--- config.mk ---
export PLATFORM = sky130hd
export DESIGN_NAME = modport_fifo
export DESIGN_NICKNAME = d
export VERILOG_FILES = /design/src/rtl/modport_fifo.sv
export SDC_FILE = /design/constraint.sdc
export NUM_CORES = 2
export LEC_CHECK = 0
export CORE_MARGIN = 4
export CORE_UTILIZATION = 30
export CTS_BUF_LIST = sky130_fd_sc_hd__clkbuf_16
export DETAILED_ROUTE_END_ITERATION = 10
export GPL_ROUTABILITY_DRIVEN = 0
export PLACE_DENSITY = 0.42
export SLEW_MARGIN = 20
export SYNTH_ARGS = -nofsm -noshare
export SYNTH_HDL_FRONTEND = slang
export SYNTH_SLANG_ARGS = --single-unit
--- constraint.sdc ---
create_clock -name clk -period 27.4 [get_ports clk]
set_input_delay 5.48 -clock clk [delete_from_list [all_inputs] [get_ports clk]]
set_output_delay 5.48 -clock clk [all_outputs]
set_load 0.005 [all_outputs]
--- src/rtl/modport_fifo.sv ---
// modport_fifo: single-clock FIFO of DEPTH x DATA_WIDTH words between a producer and a consumer.
// Latency: a word written at edge N is readable at edge N+1. The registered read updates o_rddata
//          on the edge that accepts the read. Under MODPORT_FIFO_FWFT_EN the head word is shown
//          combinationally instead.
// Backpressure: none beyond the enables. A write while full and a read while empty are dropped silently.
//
// Build option: define MODPORT_FIFO_FWFT_EN for first-word fall-through read data.
// Ports:
//   clk          rising-edge clock
//   rst          asynchronous active-low reset
//   i_wrdata     write data
//   i_wren       write request
//   i_rden       read request
//   o_full       count == DEPTH
//   o_empty      count == 0
//   o_alm_full   count >= ALM_FULL_LVL
//   o_alm_empty  count <= ALM_EMPTY_LVL
//   o_rddata     read data
module modport_fifo #(
  parameter int DATA_WIDTH    = 128,
  parameter int DEPTH         = 16,
  parameter int ALM_FULL_LVL  = DEPTH - 2,
  parameter int ALM_EMPTY_LVL = 2
) (
  input  logic                  clk,
  input  logic                  rst,
  input  logic [DATA_WIDTH-1:0] i_wrdata,
  input  logic                  i_wren,
  input  logic                  i_rden,
  output logic                  o_full,
  output logic                  o_empty,
  output logic                  o_alm_full,
  output logic                  o_alm_empty,
  output logic [DATA_WIDTH-1:0] o_rddata
);

  localparam int AW = $clog2(DEPTH);

  // Thresholds sized to the count register so the flag compares are width-matched.
  localparam logic [AW:0] LP_FULL      = (AW+1)'(DEPTH);
  localparam logic [AW:0] LP_ALM_FULL  = (AW+1)'(ALM_FULL_LVL);
  localparam logic [AW:0] LP_ALM_EMPTY = (AW+1)'(ALM_EMPTY_LVL);

  logic [DATA_WIDTH-1:0] r_mem [DEPTH];
  logic [AW-1:0]         r_wptr;
  logic [AW-1:0]         r_rptr;
  logic [AW:0]           r_count;

  logic w_full;
  logic w_empty;
  logic w_wr_acc;
  logic w_rd_acc;

  // Flags come only from the registered count, never from same-cycle requests.
  assign w_full      = (r_count == LP_FULL);
  assign w_empty     = (r_count == '0);
  assign o_full      = w_full;
  assign o_empty     = w_empty;
  assign o_alm_full  = (r_count >= LP_ALM_FULL);
  assign o_alm_empty = (r_count <= LP_ALM_EMPTY);

  // Gating on the current flags means a full FIFO with both requests takes only
  // the read, and an empty FIFO with both requests takes only the write.
  assign w_wr_acc = i_wren && !w_full;
  assign w_rd_acc = i_rden && !w_empty;

  // Storage is deliberately left out of reset.
  always_ff @(posedge clk) begin
    if (w_wr_acc) begin
      r_mem[r_wptr] <= i_wrdata;
    end
  end

`ifdef MODPORT_FIFO_FWFT_EN
  assign o_rddata = r_mem[r_rptr];
`else
  logic [DATA_WIDTH-1:0] r_rddata;
  assign o_rddata = r_rddata;
`endif

  always_ff @(posedge clk or negedge rst) begin
    if (!rst) begin
      r_wptr  <= '0;
      r_rptr  <= '0;
      r_count <= '0;
`ifndef MODPORT_FIFO_FWFT_EN
      r_rddata <= '0;
`endif
    end else begin
      if (w_wr_acc) begin
        r_wptr <= r_wptr + 1'b1;
      end
      if (w_rd_acc) begin
        r_rptr <= r_rptr + 1'b1;
`ifndef MODPORT_FIFO_FWFT_EN
        r_rddata <= r_mem[r_rptr];
`endif
      end
      case ({w_wr_acc, w_rd_acc})
        2'b10:   r_count <= r_count + 1'b1;
        2'b01:   r_count <= r_count - 1'b1;
        default: r_count <= r_count;
      endcase
    end
  end

endmodule

## Word-level counts from Yosys, hierarchy flattened

Memory sizes are Yosys's and may differ from the RTL's. A register that Yosys moved wholly into a read port is not among the register bits.
Index checks and enable logic that the tools add are counted.

- Flip-flop bits (word level): 13
- Memories: 1
- Output and inout bits: 132
- Logic and storage cells: 23
- RAM bits: 2,048
- Input port bits: 132

Memories:

| name | depth | width | rd ports | clocked after Yosys merged registers in | wr ports | RTL line | RTL |
|---|---|---|---|---|---|---|---|
| r_mem | 16 | 128 | 1 | 1 | 1 | 44 | `logic [DATA_WIDTH-1:0] r_mem [DEPTH];` |

- $add $sub $neg: 4
- Equal/unequal tests: 3
- $lt $le $gt $ge: 2
- Mux-type cells: 3
- Reduce and logical (&&, ||, !) cells: 7

Operators by type and width:

| kind | number |
|---|---|
| $pmux 5 s2 | 1 |
| $add 4x1->4 const B | 2 |
| $add 5x1->5 const B | 1 |
| $eq 5x5->1 const B | 1 |
| $ge 5x4->1 const B | 1 |
| $le 5x2->1 const B | 1 |
| $logic_not 5->1 | 1 |
| $sub 5x1->5 const B | 1 |
| $logic_not 1->1 | 3 |
| $eq 2x1->1 const B | 1 |
| $eq 2x2->1 const B | 1 |
| $logic_and 1x1->1 | 2 |
| $mux 1 | 2 |
| $reduce_bool 2->1 | 1 |

## Logic depth before layout (Yosys ltp)

- Word-level depth: 5
- Mapped depth: 15
- Depth with buffers taken out: 12

## Worst setup path before layout

Ideal clock, no wire load.

- Path kind: input port to flip-flop
- Start point: input port i_wren
- End point: memory r_mem[3][0], enable pin
- Buffers on the path: 1
- Library setup time: 772 ps
- Cell stages on the path: 4
- Slack: 11,964 ps
- Data arrival time: 14,665 ps
- Data required time: 26,628 ps
- Cell sequence: and2_1 > clkbuf_1 > nand2_1 > nor3_1

- Word-level cells in the longest chain between the ends: 3

RTL lines:

| element | RTL line | RTL |
|---|---|---|
| from (decl) | 28 | `input logic i_wren,` |
| $logic_and 1x1->1 | 64 | `assign w_wr_acc = i_wren && !w_full;` |
| $mux 1 | 69 | `if (w_wr_acc) begin` |
| $mux 1 (not written as such) | 70 | `r_mem[r_wptr] <= i_wrdata;` |
| to (decl) | 44 |  |

No other way between the ends.

## Worst setup path after layout

- Start point: input port i_wren
- End point: memory r_mem[11][55], enable pin

The elaborated chain is that of the path after synthesis.

==> impl_metrics.ini <==
[outcome]
result_of_the_run = finished clean

[global_route]
grt_start_max_net_pins = 114
grt_antenna_before_repair = 45
first_global_vias = 40690
groute.usage.overall_pct = 15.61
met3_usage_pct = 2.740
globalRouteMet2Util_pct = 26.27
globalRoute.busiestLayer = met2
globalRouteMet1Util_pct = 21.26
grt_pass1_wl_mm = 319.7
gr-total-overflow = 0

[synthesis]
postSynthRegisterBits = 2189
synthesis.nets = 3669
synth-seq-area-share_pct = 79.13
postSynth.topFlopCell = sky130_fd_sc_hd__edfxtp_1
netlist_area_um2 = 82180
post_synth_num_cell_types = 38
synth_warn = 0
syn-instance-count = 3527
avgSynthCellArea_um2 = 23.30
synth_edf_count = 2048
synth_async_sr_flop_share_pct = 6.441

[routing]
ant_nets_after_route = 0
detailedRoute.firstIterationViolations = 2703
drt_first_pass_iters = 6
postRouteWirelength_mm = 223.7
wl_per_cell_um = 29.11
vias_per_cell = 4.933
drc = 0
dr_total_vias = 37900

[floorplanning]
fp.coreArea_um2 = 271700
die-area_um2 = 282400
io_pins = 264
initial_utilization_pct = 30.24
num_rows = 191
floorplan_die_width_um = 531.4
die-height_um = 531.4

[placement]
detailedPlacementHpwl_mm = 116.3
io_buffers = 263

[sta]
max_clock_freq_mhz = 116.2
layout_worst_path_cycle_share_pct = 31.42
fin_tns_setup_ns = 0
timing.max_slew.rel_slack_pct = 21.62
final_report_hold_violation_count = 0
timing.clock.skew_ns = 0.04764
tightestPinTransition_ns = 1.176
report.final.setup_viol = 0
timing_max_transition_violations_final = 0
fin_crit_ns = 8.609
setup_repair_after_global_routing_missed_its_margin = no

[setup_path]
max_stage_delay_ns = 0.87
critPathLaunchType = input port
critical_path.cell_chain = clkdlybuf4s50_1, and2_1, nand2_1, nor2_4, buf_4, buf_4
cp_data_required_time_ns = 27.86
critPathBufInv = 3
path_delay_family = buffers and inverters
crit_path_top_delay_cell = sky130_fd_sc_hd__nor2_4
critical_path.max_fanout = 36
end_kind = register
worst_ep_arrival_time_ns = 9.07
r2r_start = r_rptr[2]
crit_path_frequent_cell = sky130_fd_sc_hd__buf_4
critPathLaunch = i_wren
criticalPathCategory = input port to register

[layout]
drive_gt1_share_pct = 23.04
layout_commonest_cell = sky130_fd_sc_hd__edfxtp_1
num-fill-cells = 24970
finalNetCount = 4047
layout.area.seq_um2 = 65040
final_util_pct = 35.53
multi_input_area_um2 = 16220
final_cell_mix = sky130_fd_sc_hd__edfxtp_1, sky130_fd_sc_hd__mux4_2, sky130_fd_sc_hd__clkdlybuf4s50_1
area_delta_synth_final_pct = 17.49

[power_and_ir_drop]
p_leak_nw = 30.91
power_density_nw_per_um2 = 103.7
vdd_drop_max_mv = 0.09553

[clock_network]
ctsLongestPathBuffers = 4
cts_tree = built
postCtsSetupRepairBufs = 0
cts_repair_resize_count = 0
worstSkewPairLatency_ns = 0.88
clockRootBuffer = sky130_fd_sc_hd__clkbuf_16
htreeDepth = 4
clkSlewWorstSetupHoldPaths_ns = 0.06
clock_sinks = 2189
holdBufCountCts = 0
numCtsBuffers = 241

[worst_hold_path]
min-delay-path-class = register to register
hp-start = o_rddata[122]

[flow_run]
maxCapViolCount = 0
==> final cells by class <==
type                       count  share of cell area (%)
clock buffer                 241                   6.246
multi-input combinational   1124                   16.80
tap                         3570                   4.626
clock inverter               203                   1.431
timing repair buffer         340                   3.464
antenna                        8                 0.02073
sequential                  2189                   67.37
inverter                       9                 0.04276
==> worst paths after layout <==
kind                            endpoint  slack, ns  cells past startpoint
max in group asynchronous   o_rddata[76]      20.83                      3
min reg2reg                o_rddata[122]       0.48                      1
min                        o_rddata[122]       0.48                      1
max reg2reg                 o_rddata[76]      22.76                      8
max                        r_mem[11][55]      18.79                      6
min in group asynchronous   o_rddata[57]       4.60                      1
==> routing by layer <==
layer	vias up	wire length (µm)
li1	15830	-
met4	22	4813
met5	-	143
met2	903	110400
met3	344	10070
met1	20800	98250
==> report_power, final <==
| part | internal (mW) | total (mW) | switching, mW | leakage [nW] |
|---|---|---|---|---|
| logic | 1.18 | 2.64 | 1.46 | 6.82 |
| registers | 4.08 | 4.31 | 0.228 | 20.2 |
| clock network | 1.75 | 3.06 | 1.31 | 3.91 |
==> flip-flops by register name, indices dropped and copies added, names as in the netlist <==
register / cells
r_wptr: 4
o_rddata: 128
r_count: 5
r_rptr: 4
r_mem: 2048
==> synth_stat cells (2+ instances only) <==
library cell | instances | area share (%)
sky130_fd_sc_hd__a21o_1 | 103 | 0.94
sky130_fd_sc_hd__a21oi_1 | 106 | 0.65
sky130_fd_sc_hd__buf_1 | 8 | 0.037
sky130_fd_sc_hd__buf_2 | 123 | 0.75
sky130_fd_sc_hd__buf_4 | 5 | 0.046
sky130_fd_sc_hd__buf_6 | 10 | 0.14
sky130_fd_sc_hd__clkbuf_1 | 59 | 0.27
sky130_fd_sc_hd__dfrtp_1 | 141 | 4.3
sky130_fd_sc_hd__edfxtp_1 | 2048 | 75
sky130_fd_sc_hd__ha_1 | 9 | 0.14
sky130_fd_sc_hd__inv_1 | 8 | 0.037
sky130_fd_sc_hd__mux2_2 | 3 | 0.041
sky130_fd_sc_hd__mux2i_1 | 126 | 1.5
sky130_fd_sc_hd__mux4_2 | 512 | 14
sky130_fd_sc_hd__nand2_1 | 62 | 0.28
sky130_fd_sc_hd__nand2b_1 | 4 | 0.030
sky130_fd_sc_hd__nand4_1 | 2 | 0.015
sky130_fd_sc_hd__nor2_1 | 12 | 0.055
sky130_fd_sc_hd__nor3_1 | 4 | 0.024
sky130_fd_sc_hd__o21ai_0 | 30 | 0.18
sky130_fd_sc_hd__o221ai_1 | 115 | 1.2
sky130_fd_sc_hd__o221ai_2 | 10 | 0.18
sky130_fd_sc_hd__o22ai_1 | 4 | 0.030
sky130_fd_sc_hd__xnor2_1 | 7 | 0.075
sky130_fd_sc_hd__xor2_1 | 3 | 0.032
==> stage by stage <==
stage | power (mW) | setup slack [ns] | instance area, µm² | cells | hold WS, ns
after floorplan | 6.036 | 11.96 | 82180 | 3527 | 0.4733
after global placement | 7.145 | 17.82 | 89120 | 7232 | 0.4600
after detailed placement | 7.143 | 17.83 | 89120 | 7232 | 0.4675
after CTS | 10.25 | 18.75 | 96530 | 7676 | 0.4813
after global routing | 10.53 | 18.66 | 96530 | 7677 | 0.4965
final | 10.01 | 18.79 | 96550 | 7684 | 0.4752
==> cells by family (layout without fill, tap and decap cells) <==
kind of cell	Yosys count	count (layout)	synth area share, %
flops	2189	2189	79.13
other cells	0	8	0
fa+ha+maj	10	10	0.1614
compound gates	370	370	3.229
xor+xnor	10	10	0.1066
mux	641	641	15.61
buf+inv	214	793	1.279
simple gates	93	93	0.4827
Power figures use the tool's default switching activity.
